`config.mk`:
```
export PLATFORM = sky130hd
export DESIGN_NAME = arbitro_serializador
export DESIGN_NICKNAME = d
export VERILOG_FILES = /design/src/rtl/arbitro_serializador.sv
export SDC_FILE = /design/constraint.sdc
export NUM_CORES = 1
export LEC_CHECK = 0
export BUFFER_PORTS_ARGS = -buffer_cell sky130_fd_sc_hd__buf_2
export CORE_AREA = 2 2 55 57
export CTS_CLUSTER_DIAMETER = 40
export CTS_CLUSTER_SIZE = 28
export DETAILED_ROUTE_END_ITERATION = 7
export DIE_AREA = 0 0 57 59
export HOLD_SLACK_MARGIN = 0.08
export PLACE_DENSITY_LB_ADDON = 0.2
export SETUP_SLACK_MARGIN = 0.1
export SYNTH_ARGS = -nofsm -noshare
export SYNTH_HDL_FRONTEND = slang
export SYNTH_SLANG_ARGS = --single-unit
```
`constraint.sdc`:
```
create_clock -name i_clk_4f -period 3.1 [get_ports i_clk_4f]
set_clock_uncertainty 0.05 [all_clocks]
set_input_delay 0.62 -clock i_clk_4f [delete_from_list [all_inputs] [get_ports i_clk_4f]]
set_output_delay 0.62 -clock i_clk_4f [all_outputs]
set_load 0.05 [all_outputs]
```
`src/rtl/arbitro_serializador.sv`:
```
// Round-robin scheduler that shares one serializer lane among four byte FIFOs.
// Each grant emits a header byte carrying the lane id, then up to BURST_MAX payload bytes.
module arbitro_serializador #(
  parameter int unsigned BURST_MAX = 4,
  parameter logic [7:0]  HDR_BASE  = 8'hF0
) (
  input  logic        i_clk_4f,
  input  logic        i_reset,
  input  logic [3:0]  i_lane_en,
  input  logic [3:0]  i_fifo_empty,
  input  logic [31:0] i_fifo_data,
  output logic [3:0]  o_pop,
  output logic [7:0]  o_data_out,
  output logic        o_valid_out,
  output logic [1:0]  o_grant_id,
  output logic        o_busy
);

  localparam int unsigned         CNT_W    = $clog2(BURST_MAX + 1);
  localparam logic [CNT_W-1:0]    CNT_LAST = CNT_W'(BURST_MAX - 1);
  localparam logic [CNT_W-1:0]    CNT_ONE  = CNT_W'(1);

  typedef enum logic [0:0] {
    S_IDLE  = 1'b0,
    S_BURST = 1'b1
  } state_t;

  state_t             r_state;
  state_t             w_state_nxt;
  logic [1:0]         r_ptr;
  logic [1:0]         w_ptr_nxt;
  logic [CNT_W-1:0]   r_cnt;
  logic [CNT_W-1:0]   w_cnt_nxt;
  logic [7:0]         r_data_out;
  logic [7:0]         w_data_nxt;
  logic               r_valid_out;
  logic               w_valid_nxt;
  logic [1:0]         r_grant_id;
  logic [1:0]         w_grant_nxt;

  logic [3:0]         w_elig;
  logic [3:0]         w_rot;
  logic [1:0]         w_off;
  logic [1:0]         w_sel;
  logic               w_found;
  logic [7:0]         w_head;
  logic               w_head_empty;
  logic [3:0]         w_pop;
  logic               w_busy;

  assign w_elig  = i_lane_en & ~i_fifo_empty;
  // Bit 0 of w_rot is the lane at r_ptr, so the lowest set bit is the next lane in rotation.
  assign w_rot   = {w_elig[r_ptr + 2'd3], w_elig[r_ptr + 2'd2], w_elig[r_ptr + 2'd1], w_elig[r_ptr]};
  assign w_found = |w_rot;
  assign w_sel   = r_ptr + w_off;

  assign w_head       = i_fifo_data[{r_grant_id, 3'b000} +: 8];
  assign w_head_empty = i_fifo_empty[r_grant_id];

  // Priority encoder over the rotated eligibility vector
  always_comb begin
    w_off = 2'd0;
    casez (w_rot)
      4'b???1: w_off = 2'd0;
      4'b??10: w_off = 2'd1;
      4'b?100: w_off = 2'd2;
      4'b1000: w_off = 2'd3;
      default: w_off = 2'd0;
    endcase
  end

  // State and datapath registers
  always_ff @(posedge i_clk_4f) begin
    if (i_reset) begin
      r_state     <= S_IDLE;
      r_ptr       <= 2'd0;
      r_cnt       <= '0;
      r_data_out  <= 8'h00;
      r_valid_out <= 1'b0;
      r_grant_id  <= 2'd0;
    end else begin
      r_state     <= w_state_nxt;
      r_ptr       <= w_ptr_nxt;
      r_cnt       <= w_cnt_nxt;
      r_data_out  <= w_data_nxt;
      r_valid_out <= w_valid_nxt;
      r_grant_id  <= w_grant_nxt;
    end
  end

  // Next-state and next-output computation
  always_comb begin
    w_state_nxt = r_state;
    w_ptr_nxt   = r_ptr;
    w_cnt_nxt   = r_cnt;
    w_data_nxt  = r_data_out;
    w_valid_nxt = r_valid_out;
    w_grant_nxt = r_grant_id;
    case (r_state)
      S_IDLE: begin
        // A burst that just ran to BURST_MAX leaves valid high; hold off one cycle so bursts never touch.
        if (w_found && !r_valid_out) begin
          w_grant_nxt = w_sel;
          w_data_nxt  = HDR_BASE | {6'b000000, w_sel};
          w_valid_nxt = 1'b1;
          w_cnt_nxt   = '0;
          w_state_nxt = S_BURST;
        end else begin
          w_data_nxt  = 8'h00;
          w_valid_nxt = 1'b0;
          w_state_nxt = S_IDLE;
        end
      end
      S_BURST: begin
        if (!w_head_empty) begin
          w_data_nxt  = w_head;
          w_valid_nxt = 1'b1;
          w_cnt_nxt   = r_cnt + CNT_ONE;
          if (r_cnt == CNT_LAST) begin
            w_state_nxt = S_IDLE;
            w_ptr_nxt   = r_grant_id + 2'd1;
          end else begin
            w_state_nxt = S_BURST;
          end
        end else begin
          w_valid_nxt = 1'b0;
          w_state_nxt = S_IDLE;
          w_ptr_nxt   = r_grant_id + 2'd1;
        end
      end
      default: begin
        w_state_nxt = S_IDLE;
        w_data_nxt  = 8'h00;
        w_valid_nxt = 1'b0;
      end
    endcase
  end

  // FIFO read strobe and busy flag; pop is held off while reset is asserted
  always_comb begin
    w_pop  = 4'b0000;
    w_busy = (r_state == S_BURST);
    if ((r_state == S_BURST) && !w_head_empty && !i_reset) begin
      w_pop[r_grant_id] = 1'b1;
    end else begin
      w_pop = 4'b0000;
    end
  end

  assign o_pop       = w_pop;
  assign o_busy      = w_busy;
  assign o_data_out  = r_data_out;
  assign o_valid_out = r_valid_out;
  assign o_grant_id  = r_grant_id;

endmodule

```
**Yosys cells after proc, flatten, opt, wreduce, memory -nomap -nowiden**

Index checks and enable logic that the tools add are counted.

- Register bits: 17
- Input bits: 42
- Output and inout port bits: 16
- Word-level logic and storage cells: 68

- Add/subtract/negate cells: 6
- Magnitude comparators: 6
- Equality and inequality tests: 6
- Shift-type cells: 1
- Multiplexer cells: 28
- Bitwise gates (word level): 3
- Reduce and logical (&&, ||, !) cells: 12

Operators with widths:

| kind | count |
|---|---|
| variable part select 32 x 6 -> 8 bit | 1 |
| 2-to-1 mux 8 bit | 2 |
| case mux 8 bit (2 select lines) | 1 |
| < comparator 2 x 3 -> 1 bit (second input constant) | 5 |
| binary-select mux 1 bit (select 2 bit) | 5 |
| 2-to-1 mux 1 bit | 10 |
| 2-to-1 mux 3 bit | 2 |
| case mux 2 bit (3 select lines) | 1 |
| case mux 3 bit (2 select lines) | 1 |
| AND reduction 2 bit | 3 |
| adder 2 x 1 -> 2 bit (second input constant) | 2 |
| adder 2 bit (second input constant) | 2 |
| AND 4 bit | 1 |
| equality test 4 bit (second input constant) | 1 |
| logical AND 1 bit | 4 |
| 2-to-1 mux 2 bit | 2 |
| 2-to-1 mux 4 bit | 1 |
| != test 2 bit (second input constant) | 2 |
| NOT 4 bit | 1 |
| case mux 1 bit (2 select lines) | 2 |
| OR reduction 4 bit | 1 |
| adder 3 x 1 -> 3 bit (second input constant) | 1 |
| equality test 3 x 2 -> 1 bit (second input constant) | 1 |
| equality test 3 bit (second input constant) | 1 |
| 7 further kinds | 9 |

**Longest topological paths before layout**

Gate-level depths: netlist of the first run.

- Word-level depth: 9
- Gate-level depth with buffers: 10
- Gate-level depth less buffers: 10

**Worst setup path before layout of the first run**

Ideal clock, no wire load.

- Kind: register to output
- Start: register r_grant_id[1] (netlist: o_grant_id[1])
- End: output o_pop[0]
- Arrival time: 2.014 ns
- Required time: 2.430 ns
- Path slack: 0.416 ns
- Cell stages (with the launch flop): 5
- Path buffers: 1
- Path through: dfxtp_1 > mux4_2 > buf_6 > nor2_1 > and2_1

- Longest elaborated chain between the ends: 6
- Elaborated cells between the ends (all ways): 11
- Classes of those cells: order compare: 2; mux: 5; reduce/logical: 4

RTL lines:

| item | line | text |
|---|---|---|
| start, declared | 38 | `logic [1:0] r_grant_id;` |
| start signal, assigned | 87 | `r_grant_id <= w_grant_nxt;` |
| parallel branches: the longest is 5 deep, another holds < comparator 2 x 3 -> 1 bit | n/a |  |
| 2-to-1 mux 4 bit * | 143 | `if ((r_state == S_BURST) && !w_head_empty && !i_reset) begin` |
| end, declared | 12 | `output logic [3:0] o_pop,` |

Every way passes the cells marked *. The select of a mux whose other input is x is not followed.

**Final worst setup path of the first run**

- Start: register r_grant_id[1] (netlist: o_grant_id[1])
- End: output o_pop[1]

Same word-level chain as after synthesis.

==> impl_metrics.json, run 1 <==
{
  "final_cell_mix": "57 x buf_2, 18 x nor2_1, 17 x dfxtp_1",
  "fmaxAchievable_mhz": 378,
  "setup_viol": 0,
  "via_count": 1128,
  "num_rows": 19,
  "crit_family": "multiplexers",
  "drtIter0Drc": 39,
  "syn_avg_cell_area_um2": 9.65,
  "fin_crit_ns": 2.65,
  "place_congestion": 0.719,
  "relSlewSlack_pct": 50.3,
  "cts-resized-gates": 0,
  "power_density_nw_per_um2": 503,
  "htree_num_levels": 1,
  "grt.overflow.total": 0,
  "die_height_um": 59,
  "hold_viol": 0,
  "layout.nets": 229,
  "path_clk_slew_ns": 0.10,
  "cts_setup_buffers": 0,
  "async_flop_share_pct": 0,
  "drv_cap": 0,
  "grtUsageTotal_pct": 18.2,
  "cts_buffers": 3,
  "dp_hpwl_um": 2370,
  "cts_root_buf": "clkbuf_4",
  "insertion_delay_ns": 0.29,
  "via_per_inst": 5.37,
  "cts_sinks": 17,
  "initial_core_util_pct": 44.5,
  "path_buf_inv": 1,
  "netlist_area_um2": 1210,
  "antenna_left": 0,
  "grt_max_degree": 17,
  "cts_tree": "done",
  "port_buffers": 57,
  "worstMarginPinSlew_ns": 0.742,
  "layout-drive-gt1-share_pct": 43.6,
  "end_kind": "output port",
  "antenna_found_initial": 0,
  "ys_types": 36,
  "hp-class": "flop to flop",
  "ys.warnings.count": 0,
  "yosysSeqAreaShare_pct": 28.2,
  "final_cells": 210,
  "cts_hold_buf": 0,
  "n_antenna_cell": 0,
  "syn2layout_area_growth_pct": 25.9,
  "die_width_um": 57,
  "wl_met1_um": 1150,
  "start_kind": "flop",
  "dr_wl_met2_um": 1610,
  "criticalPathCategory": "flop to output port",
  "synth-edff-count": 0,
  "critPathMaxStageDelay_ns": 0.66,
  "cp_slowest_cell": "mux4_2",
  "final_common_cell": "buf_2",
  "drv_slew": 0,
  "p_leak_nw": 0.707,
  "wl_per_cell_um": 14.0,
  "dieArea_um2": 3360,
  "synth_fp_nets": 174,
  "ys.flop_type": "dfxtp_1",
  "grt_setup_unrepaired": "no",
  "drcViolationCount": 0,
  "place_inst": 206,
  "period_share_pct": 85.4,
  "ys_seq_elements": 17,
  "firstDrtPassIters": 4,
  "wirelength_um": 2940,
  "tns_ns": 0,
  "worst-path-max-fanout": 11,
  "grt_first_pass_wirelength_um": 4750,
  "first_global_vias": 1101,
  "highest_layer": "met4",
  "cp.arrival_ns": 1.98,
  "cts_buffer_depth": 2,
  "ios": 58,
  "wl_met3_um": 169,
  "core-area_um2": 2710,
  "ir_drop_mv": 0.363,
  "crit_required_ns": 2.43,
  "synthCells": 125,
  "crit_chain": "mux4_2 > nor2_1 > and2_1 > buf_2",
  "status": "finished, final reports clean"
}
==> power breakdown <==
| group | switching (mW) | leakage, nW | internal, mW | total, mW |
|---|---|---|---|---|
| Sequential | 0.0279 | 0.140 | 0.248 | 0.276 |
| Clock | 0.0727 | 0.0177 | 0.0480 | 0.121 |
| Combinational | 0.223 | 0.550 | 0.144 | 0.367 |
==> sequential cells by signal (all words and copies together), names as in the netlist <==
name	count
o_busy	1
o_data_out	8
r_cnt	3
o_grant_id	2
r_ptr	2
o_valid_out	1
==> tightest hold or removal path: stages (launching register included) <==
cell and delay (ns):
dfxtp_1 0.33, nand3_1 0.06, a21oi_1 0.06
==> per-stage QoR <==
| step | setup WS, ns | util [%] | hold WS, ns | area (um^2) | power, mW |
|---|---|---|---|---|---|
| floorplan | 0.416 | - | 0.402 | 1210 | 0.569 |
| global placement | 0.497 | 55.0 | 0.408 | 1490 | 0.641 |
| detailed placement | 0.441 | 55.0 | 0.433 | 1490 | 0.651 |
| CTS | 0.423 | 56.0 | 0.449 | 1520 | 0.775 |
| global route | 0.344 | 56.0 | 0.464 | 1520 | 0.818 |
| finish | 0.453 | 56.0 | 0.442 | 1520 | 0.764 |
==> area by class of cell <==
type / instances / area [um^2]
tap: 31 / 38.8
clock buffer: 3 / 22.5
clock inverter: 1 / 5.00
inverter: 5 / 18.8
timing repair buffer: 59 / 300
sequential: 17 / 340
multi-input combinational: 94 / 793
fill: 266 / 1190
==> synthesized netlist by cell type (2+ instances only) <==
library cell / instances / share of area (%)
nor4b_1: 2 / 1.5
nor3_1: 3 / 1.2
o21a_1: 2 / 1.2
buf_6: 2 / 1.9
dfxtp_1: 17 / 28
nand2_1: 3 / 0.93
mux4_2: 9 / 17
clkbuf_1: 3 / 0.93
o21ai_0: 5 / 2.1
a21oi_1: 7 / 2.9
and2_1: 4 / 2.1
buf_2: 4 / 1.7
nand3_1: 2 / 0.83
mux2i_1: 4 / 3.3
a211oi_1: 7 / 4.4
inv_1: 5 / 1.6
a31oi_1: 2 / 1.0
nand2b_1: 3 / 1.6
nor2_1: 18 / 5.6
ha_1: 7 / 7.3
==> layer usage <==
metal,vias up,global-route usage [%]
met5,-,0
met4,0,2.99
met3,2,5.24
met2,39,34.5
met1,521,20.5
li1,566,-
==> kinds of logic after synthesis <==
| kind of cell | synth area share [%] |
|---|---|
| xor gates and xnor gates | 0.726 |
| adders and majority gates | 7.26 |
| muxes | 20.1 |
| and+or+nand+nor | 21.4 |
| DFF | 28.2 |
| AOI/OAI and AO/OA | 16.3 |
| buffers and inverters | 6.02 |
==> path summary, 6_finish.rpt <==
kind                                     from             to  slack, ns  cells after the start
worst min register to register       r_cnt[1]       r_cnt[1]       0.44                      2
worst min-delay path                 r_cnt[1]       r_cnt[1]       0.44                      2
worst max-delay path            o_grant_id[1]       o_pop[1]       0.45                      4
worst max register to register       r_ptr[0]  o_grant_id[1]       0.85                      9
(Power assumes the default switching activity.)
==> run 2, diff against run 1 <==
- CORE_AREA: 2 2 55 57 -> 2 2 74 48
- DIE_AREA: 0 0 57 59 -> 0 0 76 50
==> run 2 against run 1 <==
  * Power rose by 6.7%
  * Worst hold slack lost 0.018 ns
  * Setup slack worse by 0.045 ns
  * Die area is 13% higher
  * Fmax decreased by 1.7%
  * Critical path depth rose by 1
  * Cell count increased by 6.7%
  * Critical path type is now primary input to output port
  * Register-to-register slack lost 0.06 ns
==> impl_metrics.json, run 2 (synthesis results as in run 1) <==
{
  "drv_slew": 0,
  "layout.nets": 229,
  "end_kind": "output port",
  "criticalPathCategory": "primary input to output port",
  "via_count": 1159,
  "cts_root_buf": "clkbuf_8",
  "cts_sinks": 17,
  "power_density_nw_per_um2": 524,
  "dieArea_um2": 3800,
  "layout-drive-gt1-share_pct": 43.6,
  "start_kind": "primary input",
  "num_rows": 16,
  "port_buffers": 57,
  "die_width_um": 76,
  "grtUsageTotal_pct": 17.3,
  "cts-resized-gates": 0,
  "setup_viol": 0,
  "wl_per_cell_um": 14.3,
  "grt_first_pass_wirelength_um": 5250,
  "firstDrtPassIters": 4,
  "n_antenna_cell": 0,
  "final_common_cell": "buf_2",
  "core-area_um2": 3100,
  "path_clk_slew_ns": 0.06,
  "ios": 58,
  "htree_num_levels": 1,
  "dp_hpwl_um": 2610,
  "cts_setup_buffers": 0,
  "initial_core_util_pct": 38.9,
  "largest_reg_flops": 8,
  "fin_crit_ns": 2.69,
  "wirelength_um": 3210,
  "first_global_vias": 1168,
  "ir_drop_mv": 0.223,
  "tns_ns": 0,
  "hold_viol": 0,
  "place_ws_ns": 0.391,
  "multi_input_area_um2": 793,
  "cp.arrival_ns": 2.02,
  "p_leak_nw": 0.715,
  "grt_setup_unrepaired": "no",
  "cts_tree": "done",
  "grt_max_degree": 17,
  "die_height_um": 50,
  "status": "finished, final reports clean",
  "drcViolationCount": 0,
  "grt.overflow.total": 0,
  "drtIter0Drc": 69,
  "drv_cap": 0,
  "worstMarginPinSlew_ns": 0.811,
  "antenna_found_initial": 0,
  "place_congestion": 0.835,
  "power.total_mw": 0.815,
  "period_share_pct": 86.8,
  "regArea_um2": 340,
  "relSlewSlack_pct": 45.8,
  "hp-class": "flop to flop",
  "via_per_inst": 5.17,
  "timing.hold.ws_ns": 0.424,
  "setup_ws_ns": 0.409,
  "cts_hold_buf": 0,
  "fillCellCount": 309,
  "final_cell_mix": "57 x buf_2, 18 x nor2_1, 17 x dfxtp_1",
  "worst-path-max-fanout": 11,
  "utilization_pct": 50.1,
  "antenna_left": 0,
  "insertion_delay_ns": 0.25,
  "syn2layout_area_growth_pct": 28.9,
  "cts_buffer_depth": 2,
  "fmaxAchievable_mhz": 372,
  "crit_required_ns": 2.43,
  "cts_buffers": 3
}
run 2: changes by cell type in the layout (fill, tap and decap cells not counted):
cell and change:
clkbuf_8 +3, clkbuf_4 -3
run 2: cell type report:
| cell class | count | area share, % |
|---|---|---|
| Multi-Input combinational cell | 94 | 51.0 |
| Sequential cell | 17 | 21.9 |
| Timing Repair Buffer | 59 | 19.3 |
| Tap cell | 45 | 3.62 |
| Clock buffer | 3 | 2.65 |
| Inverter | 5 | 1.21 |
| Clock inverter | 1 | 0.322 |
run 2: final timing paths:
check	startpoint	slack [ns]	end	depth (start not counted)
worst min register to register	r_cnt[1]	0.42	r_cnt[1]	2
worst min-delay path	r_cnt[1]	0.42	r_cnt[1]	2
worst max-delay path	i_fifo_empty[3]	0.41	o_pop[0]	5
worst max register to register	r_ptr[0]	0.79	o_data_out[1]	9
run 2: power breakdown:
part / internal (mW) / total (mW) / switching [mW]
combinational: 0.145 / 0.375 / 0.231
sequential: 0.249 / 0.278 / 0.0293
clock: 0.0890 / 0.162 / 0.0728
run 2: routing by layer:
layer	global-route usage, %	wire, um	share of wire [%]	vias to the layer above
li1	-	-	-	567
met1	20.7	1450	45	556
met2	31.7	1600	50	32
met3	4.95	142	4.4	4
met4	3.03	19	0.59	0
met5	0	0	0	-
run 2: critical path, cell delays in order:
cell    delay (ns)
buf_2         0.11
mux4_2        0.61
nor2_1        0.24
and2_1        0.17
buf_2         0.27
run 2: metrics by stage:
stage          cell area (um^2)  std cells
2_1_floorplan              1210        125
6_report                   1560        224
5_1_grt                    1560        224
4_1_cts                    1560        224
3_5_place_dp               1510        220
3_3_place_gp               1510        220
==> run 3, diff against run 2 <==
- PLACE_DENSITY: unset -> 0.7
- PLACE_DENSITY_LB_ADDON: 0.2 -> unset
==> run 3 against run 2 <==
  * Combinational power hardly changed
  * Cell count is 0.45% higher
  * Sequential power hardly changed
  * Setup slack better by 0.038 ns
  * Worst hold slack worse by 0.0056 ns
  * Register-to-register slack better by 0.04 ns
  * Core utilization is 0.20 points higher
  * Critical path depth stayed put
  * Largest power group unchanged
==> impl_metrics.json, run 3 (synthesis results as in run 1) <==
{
  "min_to": "r_cnt[1]",
  "rrSetupSlack_ns": 0.83,
  "end_kind": "output port",
  "power_density_nw_per_um2": 523,
  "hp-class": "flop to flop",
  "hold_viol": 0,
  "port_buffers": 57,
  "cts_setup_buffers": 0,
  "worstMarginPinSlew_ns": 0.470,
  "combPwrFrac_pct": 46.1,
  "grtUsageTotal_pct": 17.2,
  "cp.arrival_ns": 1.98,
  "antenna_found_initial": 0,
  "reg2reg_from": "r_ptr[0]",
  "tns_ns": 0,
  "switching_share_pct": 40.3,
  "largest_reg_flops": 8,
  "syn2layout_area_growth_pct": 29.5,
  "period_share_pct": 85.6,
  "initial_core_util_pct": 38.9,
  "ios": 58,
  "grt.overflow.total": 0,
  "worst-path-max-fanout": 11,
  "die_height_um": 50,
  "drv_slew": 0,
  "layout.nets": 230,
  "cts_hold_buf": 0,
  "final_common_cell": "buf_2",
  "grt_max_degree": 17,
  "cts_buffer_depth": 2,
  "p_clk_share_pct": 20.0,
  "worstRegToRegCells": 9,
  "p_leak_nw": 0.717,
  "cts_tree": "done",
  "setup_viol": 0,
  "min_path_cells": 2,
  "n_antenna_cell": 0,
  "final_cell_mix": "57 x buf_2, 18 x nor2_1, 17 x dfxtp_1",
  "via_count": 1137,
  "antenna_left": 0,
  "num_rows": 16,
  "intPower_mw": 0.488,
  "grt_first_pass_wirelength_um": 5130,
  "switchingPower_mw": 0.329,
  "crit_required_ns": 2.43,
  "cts_root_buf": "clkbuf_8",
  "wirelength_um": 3050,
  "firstDrtPassIters": 4,
  "htree_num_levels": 1,
  "cts_buffers": 3,
  "fin_area_um2": 1560,
  "fillCellCount": 294,
  "drcViolationCount": 0,
  "criticalPathCategory": "primary input to output port",
  "start_kind": "primary input",
  "grt_setup_unrepaired": "no",
  "die_width_um": 76,
  "place_area_um2": 1520,
  "fmaxAchievable_mhz": 377,
  "first_global_vias": 1135,
  "ir_drop_mv": 0.258,
  "status": "finished, final reports clean",
  "layout-drive-gt1-share_pct": 43.3,
  "drv_cap": 0,
  "dp_hpwl_um": 2500,
  "relSlewSlack_pct": 68.6,
  "place_congestion": 0.760,
  "reg2reg_to": "o_grant_id[1]",
  "path_clk_slew_ns": 0.06,
  "insertion_delay_ns": 0.25,
  "utilization_pct": 50.3,
  "fin_crit_ns": 2.65,
  "core-area_um2": 3100,
  "wl_per_cell_um": 13.6,
  "cts-resized-gates": 0,
  "cts_sinks": 17,
  "dieArea_um2": 3800,
  "hp-start": "r_cnt[1]",
  "drtIter0Drc": 58,
  "via_per_inst": 5.05,
  "power.share.sequential_pct": 33.9,
  "startpoint": "i_fifo_empty[0]"
}
-- run 3: worst max path at each step --
stage               slack, ns            end  depth (start not counted)
floorplan                0.42       o_pop[0]                          4
global placement         0.50       o_pop[0]                          5
detailed placement       0.44  o_data_out[1]                         11
CTS                      0.44       o_pop[0]                          5
global route             0.37       o_pop[3]                          5
finish                   0.45       o_pop[0]                          5
-- run 3: power by group through the flow --
stage          Combinational (mW)  Sequential (mW)  Clock (mW)
2_1_floorplan               0.208            0.362           0
3_3_place_gp                0.367            0.281           0
3_5_place_dp                0.377            0.282           0
4_1_cts                     0.379            0.278       0.165
5_1_grt                     0.406            0.283       0.181
6_report                    0.376            0.277       0.163
-- run 3: routing by layer --
layer / share of wire [%] / track usage (%) / vias up
li1: - / - / 569
met1: 44 / 20.9 / 528
met2: 47 / 28.6 / 38
met3: 8.5 / 6.78 / 2
met4: 0.62 / 4.55 / 0
met5: 0 / 0 / -
-- run 3: critical path, stage by stage --
cell and delay, ns:
buf_2 0.12, mux4_2 0.59, nor2_1 0.23, and2_1 0.16, buf_2 0.26
-- run 3: per-stage QoR --
stage | hold slack (ns) | setup slack, ns | total power, mW | instances
after CTS | 0.422 | 0.440 | 0.821 | 225
after detailed placement | 0.414 | 0.439 | 0.660 | 221
after floorplan | 0.402 | 0.416 | 0.569 | 125
after global placement | 0.408 | 0.504 | 0.649 | 221
after global routing | 0.460 | 0.372 | 0.870 | 225
final | 0.418 | 0.447 | 0.817 | 225
-- run 3: cell type report --
class,instances,area [um^2],share of cell area [%]
clock buffers,4,45.0,2.88
inverters,5,18.8,1.20
multi-input cells,94,793,50.8
flip-flops and latches,17,340,21.8
well taps,45,56.3,3.61
repair buffers,60,308,19.7
